--- config.mk ---
export PLATFORM = sky130hd
export DESIGN_NAME = mux_scanner
export DESIGN_NICKNAME = d
export VERILOG_FILES = /design/src/rtl/mux_scanner_pkg.sv /design/src/rtl/mux_slice_sel.sv /design/src/rtl/mux_scanner.sv
export SDC_FILE = /design/constraint.sdc
export NUM_CORES = 1
export LEC_CHECK = 0
export ABC_AREA = 1
export CAP_MARGIN = 20
export CELL_PAD_IN_SITES_DETAIL_PLACEMENT = 0
export CELL_PAD_IN_SITES_GLOBAL_PLACEMENT = 1
export CORE_ASPECT_RATIO = 0.5
export CORE_MARGIN = 3
export CORE_UTILIZATION = 29
export CTS_CLUSTER_DIAMETER = 40
export DETAILED_ROUTE_END_ITERATION = 8
export HOLD_SLACK_MARGIN = 0.1
export PLACE_DENSITY = 0.91
export SETUP_SLACK_MARGIN = 0.15
export SYNTH_ARGS = -nofsm -noshare
export SYNTH_HDL_FRONTEND = slang
export SYNTH_SLANG_ARGS = --single-unit
--- constraint.sdc ---
create_clock -name clk_i -period 3.65 [get_ports clk_i]
set_input_delay 0.365 -clock clk_i [delete_from_list [all_inputs] [get_ports clk_i]]
set_output_delay 0.365 -clock clk_i [all_outputs]
set_load 0.02 [all_outputs]
--- src/rtl/mux_scanner_pkg.sv ---
// Shared constants and helpers for the scanning channel multiplexer.
package mux_scanner_pkg;

  localparam logic MODE_MANUAL = 1'b0;
  localparam logic MODE_SCAN   = 1'b1;

  // Round-robin increment that wraps correctly for any channel count.
  function automatic int unsigned wrap_inc(input int unsigned idx, input int unsigned n);
    return (idx == n - 1) ? 32'd0 : idx + 32'd1;
  endfunction

endpackage

--- src/rtl/mux_slice_sel.sv ---
// Combinational N:1 slice selector over a packed channel bus.
// Latency 0; no flow control, purely combinational.
module mux_slice_sel #(
  parameter int CHANNELS = 4,
  parameter int WIDTH    = 8,
  parameter int SEL_W    = $clog2(CHANNELS)
) (
  input  logic [CHANNELS*WIDTH-1:0] data,
  input  logic [SEL_W-1:0]          sel,
  output logic [WIDTH-1:0]          dat
);

  // Out-of-range selects fall through to zero rather than reading past the bus.
  always_comb begin
    dat = '0;
    for (int k = 0; k < CHANNELS; k++) begin
      if (sel == SEL_W'(k)) dat = data[k*WIDTH +: WIDTH];
    end
  end

endmodule

--- src/rtl/mux_scanner.sv ---
// Registered N-channel mux with manual select or round-robin scan with dwell/hold.
// Latency 1 cycle; no backpressure, the consumer must take every cycle.
module mux_scanner
  import mux_scanner_pkg::*;
#(
  parameter int CHANNELS = 4,
  parameter int WIDTH    = 8,
  parameter int DWELL    = 10,
  localparam int SEL_W   = $clog2(CHANNELS)
) (
  input  logic                      clk_i,
  input  logic                      rst_i,
  input  logic                      mode_i,
  input  logic [SEL_W-1:0]          select_i,
  input  logic                      hold_i,
  input  logic [CHANNELS*WIDTH-1:0] data_i,
  output logic [WIDTH-1:0]          data_o,
  output logic [SEL_W-1:0]          channel_o,
  output logic                      switch_o
);

  localparam int CNT_W = (DWELL > 1) ? $clog2(DWELL) : 1;
  localparam logic [CNT_W-1:0] CNT_MAX = CNT_W'(DWELL - 1);
  localparam logic [SEL_W:0]   CH_LIM  = (SEL_W + 1)'(CHANNELS);

  logic [SEL_W-1:0] ch, ch_nxt;
  logic [CNT_W-1:0] cnt, cnt_nxt;
  logic [WIDTH-1:0] sel_dat;

  always_comb begin
    ch_nxt  = ch;
    cnt_nxt = cnt;
    if (mode_i == MODE_MANUAL) begin
      cnt_nxt = '0;
      if ({1'b0, select_i} < CH_LIM) ch_nxt = select_i;
    end else if (!hold_i) begin
      if (cnt == CNT_MAX) begin
        cnt_nxt = '0;
        ch_nxt  = SEL_W'(wrap_inc(32'(ch), CHANNELS));
      end else begin
        cnt_nxt = cnt + CNT_W'(1);
      end
    end
  end

  // Selecting on ch_nxt keeps data_o aligned with the channel registered alongside it.
  mux_slice_sel #(
    .CHANNELS (CHANNELS),
    .WIDTH    (WIDTH),
    .SEL_W    (SEL_W)
  ) u_slice_sel (
    .data (data_i),
    .sel  (ch_nxt),
    .dat  (sel_dat)
  );

  always_ff @(posedge clk_i) begin
    if (rst_i) begin
      ch       <= '0;
      cnt      <= '0;
      data_o   <= '0;
      switch_o <= 1'b0;
    end else begin
      ch       <= ch_nxt;
      cnt      <= cnt_nxt;
      data_o   <= sel_dat;
      switch_o <= (ch_nxt != ch);
    end
  end

  assign channel_o = ch;

endmodule

Word-level counts from Yosys, hierarchy flattened

Cells that the tools add are included.

$add $sub $neg: 2
Multipliers: 0
Div/mod/pow operators: 0
Order comparisons: 0
Eq/ne operators: 6
Shift operators: 0
Multiplexer cells: 9
Bitwise gates (word level): 1
Reductions and logical operators: 2

Operators by type and width:

| cell                                                            | number |
|---|---|
| 8-bit two-way mux                                               | 4 |
| 2-bit two-way mux                                               | 4 |
| 2-bit == test, second input constant                            | 3 |
| 4-bit by 1-bit adder with 4-bit output, second input constant   | 1 |
| 4-bit == test, second input constant                            | 1 |
| 4-bit two-way mux                                               | 1 |
| 2-bit by 1-bit adder with 2-bit output, second input constant   | 1 |
| 2-bit by 1-bit == test with 1-bit output, second input constant | 1 |
| 2-bit logical NOT                                               | 1 |
| 2-bit inequality test                                           | 1 |
| 2-bit OR reduction                                              | 1 |
| 1-bit inverter                                                  | 1 |

Register bits: 15
Bits in latches: 0
Bits in writable memories: 0
ROM bits: 0
Input bits: 38
Output and inout bits: 11
Memories: 0

Longest topological paths before layout

Word-level depth: 10
Mapped depth: 12

Modules after synthesis

From an unflattened synthesis, not the netlist that was laid out.

Cell total of the unflattened synthesis: 133
Area, all modules: 917.1 um^2

By module, submodules not included:

| module        | times used | cells each | area an instance (um^2) |
|---|---|---|---|
| mux_scanner   | 1          | 86         | 653.1 |
| mux_slice_sel | 1          | 47         | 264.0 |

Worst setup path before layout

OpenSTA, ideal clock, no wires.

Path kind: reg2reg
Start point: register ch[0] (netlist: channel_o[0])
End point: register data_o[3]
Setup time: 109 ps
Data arrival time: 1460 ps
Data required time: 3541 ps
Setup slack: 2081 ps
Cell stages (with the launch flop): 12
Buffers on the path: 1
Cell sequence: dfxtp_1 ha_1 or2_1 nand3_1 nand3_2 nand2_4 buf_8 nand3b_1 nand2_1 inv_1 nand2_1 inv_1

Cells in the longest elaborated chain, start to end: 10

Ends and longest elaborated chain:

| item                                                                           | line                 | source |
|---|---|---|
| from (decl)                                                                    | mux_scanner.sv:26    | `logic [SEL_W-1:0] ch, ch_nxt;` |
| from (signal assigned)                                                         | mux_scanner.sv:64    | `ch <= ch_nxt;` |
| 2-bit by 1-bit adder with 2-bit output / 2-bit == test (equally long branches) | mux_scanner_pkg.sv:9 | `return (idx == n - 1) ? 32'd0 : idx + 32'd1;` |
| 2-bit two-way mux                                                              | mux_scanner_pkg.sv:9 |  |
| 2-bit two-way mux                                                              | mux_scanner.sv:37    | `if (cnt == CNT_MAX) begin` |
| 2-bit two-way mux *                                                            | mux_scanner.sv:36    | `end else if (!hold_i) begin` |
| 2-bit two-way mux *                                                            | mux_scanner.sv:33    | `if (mode_i == MODE_MANUAL) begin` |
| 2-bit logical NOT                                                              | mux_slice_sel.sv:17  | `if (sel == SEL_W'(k)) dat = data[k*WIDTH +: WIDTH];` |
| 8-bit two-way mux (3 in series)                                                | mux_slice_sel.sv:17  |  |
| 8-bit two-way mux *                                                            | mux_slice_sel.sv:17  |  |
| to (signal assigned)                                                           | mux_scanner.sv:66    | `data_o <= sel_dat;` |
| to (decl)                                                                      | mux_scanner.sv:17    | `output logic [WIDTH-1:0] data_o,` |

Every way passes the cells marked *; elsewhere a longest branch is shown, timed or not.
A chain may end at the register's enable or synchronous reset.

Worst setup path after layout

Start point: register ch[0] (netlist: channel_o[0])
End point: register data_o[7]

Same word-level chain as after synthesis.

==> reports/metrics.yaml <==
synth.distinct_cells: 24
ios: 49
p_leak_nw: 0.690
antenna_found_initial: 0
multi_input_area_sq_um: 566
critPathMaxFanout: 25
required_ns: 3.80
io_buffers: 48
yosys.cell_count.top_type: "nand3_1"
dr.first_iter.drc_count: 21
postLayoutCellArea_sq_um: 1530
slowest_stage: "dfxtp_1"
cp.arrival_ns: 1.93
cp-start-kind: "flip-flop"
final.setup.tns_ns: 0
final_util_pct: 48.6
fp.dieW_microns: 89.2
fin_skew_ns: 0.00108
die_area_sq_um: 4250
synth_top_area_cell: "dfxtp_1"
design.core.area_sq_um: 3150
slowest_delay_ns: 0.38
synth_common_cells: "27 x nand3_1, 25 x nand2_1, 21 x inv_1"
ys_warn_count: 0
hold_path_class: "reg -> reg"
setup_viol_count_final: 0
cp_num_cells: 10
htreeDepth: 1
path_buf_inv: 2
fillers: 310
final_cells: 229
n_antenna_cell: 0
cp_cell_sequence: "ha_1, or2_1, nand3_1, nand3_2, nand2_4, inv_2, nand3_1, nand3_1, nand2_1, inv_1"
vias: 1030
hold_viol_final: 0
synth-async-reset-ratio_pct: 0
wire_per_inst_microns: 10.9
grt_usage_pct: 12.2
ys_seq_area_share_pct: 29.9
hpwl_microns: 1980
critical_path_class: "reg -> reg"
post-route-min-period_ns: 1.77
row_count: 14
clk_pin_slew_ns: 0.06
syn_to_final_growth_pct: 52.4
cap_violations: 0
placed_cells: 225
fin_crit_sh_pct: 48.6
hold_depth: 1
syn_nets: 180
numClockSinks: 15
drc_errors: 0
place_congestion: 0.760
fmax_mhz: 564
fin_nets: 229
dr.pass1.iters: 4
die_h_microns: 47.6
grt_max_degree: 26
drt-total-wl_microns: 2490
crit_top_cell: "nand3_1"
grt_setup_unrepaired: "false"
clkLatencyLatePin_ns: 0.25
cts-resized-gates: 0
worst_setup_path_end_kind: "flip-flop"
cts_setup_buffers: 0
synth-edff-count: 0
antenna_left: 0
synth_area_leaders: "dfxtp_1 30%, nand3_1 13%, nand2_1 9.3%"
cts-root-buf: "clkbuf_8"
numCtsBuffers: 3
start_util_pct: 31.9
peakVddDrop_uv: 90.0
final_max_slew_viol_count: 0
grt_overflow: 0
power_density_nw_per_um2: 301
max_slew.worst_pin.slew_ns: 0.312
placed_area_sq_um: 1490
relSlewSlack_pct: 79.1
synth_flop_cell: "dfxtp_1"
syn_inst: 141
synth.top_cell.area_share_pct: 29.9
syn-mean-instance-area_sq_um: 7.13
netlist_area_sq_um: 1000
worstRegToRegCells: 10
ys_ff_latch: 15
area.sequential_sq_um: 300
routed_via_density: 4.50
drive_gt1_share_pct: 10.6
grt_pass1_vias: 949
crit_family: "simple AND/OR/NAND/NOR gates"
cts_hold_buf: 0
status: "finished, final reports clean"
clk_path_buf_depth: 2
grt_first_pass_wirelength_microns: 3960
cts_tree: "built"
[worst register-to-register path, stage by stage, from the launching register on]
cell,delay [ns]
dfxtp_1,0.38
ha_1,0.22
or2_1,0.20
nand3_1,0.09
nand3_2,0.10
nand2_4,0.24
inv_2,0.17
nand3_1,0.11
nand3_1,0.08
nand2_1,0.06
inv_1,0.03
[state kept, by name, summed over array words and instances (netlist names)]
| signal | flops |
|---|---|
| cnt | 4 |
| data_o | 8 |
| channel_o | 2 |
| switch_o | 1 |
[where the power goes]
| group | switching, mW | total, mW | internal, mW |
|---|---|---|---|
| Combinational | 0.0667 | 0.142 | 0.0757 |
| Sequential | 0.00567 | 0.181 | 0.175 |
| Clock | 0.0597 | 0.137 | 0.0774 |
[area by class of cell]
cell class,count,share of cell area [%]
repair buffers,48,31.4
well taps,40,3.27
multi-input cells,98,36.9
clock buffers,4,2.94
inverters,24,5.88
flip-flops and latches,15,19.6
[logic make-up after synthesis]
| family | count (synthesis) | synth area share, % |
|---|---|---|
| and+or+nand+nor | 81 | 45.3 |
| DFF | 15 | 29.9 |
| xor gates and xnor gates | 2 | 2.49 |
| buffers and inverters | 28 | 13.8 |
| adders and majority gates | 1 | 1.25 |
| AOI/OAI and AO/OA | 14 | 7.22 |
[path summary, 6_finish.rpt]
path / start / to / slack, ns
setup / recovery: channel_o[0] / data_o[7] / 1.88
hold / removal: cnt[3] / cnt[3] / 0.52
setup reg to reg: channel_o[0] / data_o[7] / 1.88
hold reg to reg: cnt[3] / cnt[3] / 0.52
[metal layers]
metal  share of wire (%)  up-vias  global-route usage [%]
met3                 4.3        4                    3.26
met2                  53       21                    23.9
li1                    -      548                       -
met1                  41      457                    13.0
met4                 1.6        0                    4.45
met5                   0        -                       0
[layout by cell type, fill, tap and decap left out]
master,synthesis,routed
nor2_2,1,1
inv_2,3,3
clkdlybuf4s50_1,0,48
xor2_1,1,1
nand3b_1,9,9
or2_2,1,1
nand3_2,4,4
dfxtp_1,15,15
or2_1,1,1
nor2_8,1,1
ha_1,1,1
nand2_1,25,25
nor2_1,6,6
nand2_4,3,3
o21a_1,1,1
o21ai_0,2,2
nor2_4,1,1
clkbuf_1,0,1
nand2_2,2,2
clkbuf_8,0,3
inv_1,21,21
o21ai_1,7,7
nand3_1,27,27
a21oi_1,4,4
xor2_2,1,1
[stage by stage]
| step | hold WS, ns | power, mW | setup slack [ns] |
|---|---|---|---|
| 2_1_floorplan | 0.437 | 0.263 | 2.08 |
| 3_3_place_gp | 0.506 | 0.327 | 1.65 |
| 3_5_place_dp | 0.511 | 0.329 | 1.62 |
| 4_1_cts | 0.525 | 0.467 | 1.86 |
| 5_1_grt | 0.546 | 0.487 | 1.67 |
| 6_report | 0.520 | 0.461 | 1.88 |
No activity file was read; power rests on OpenSTA's default activity.
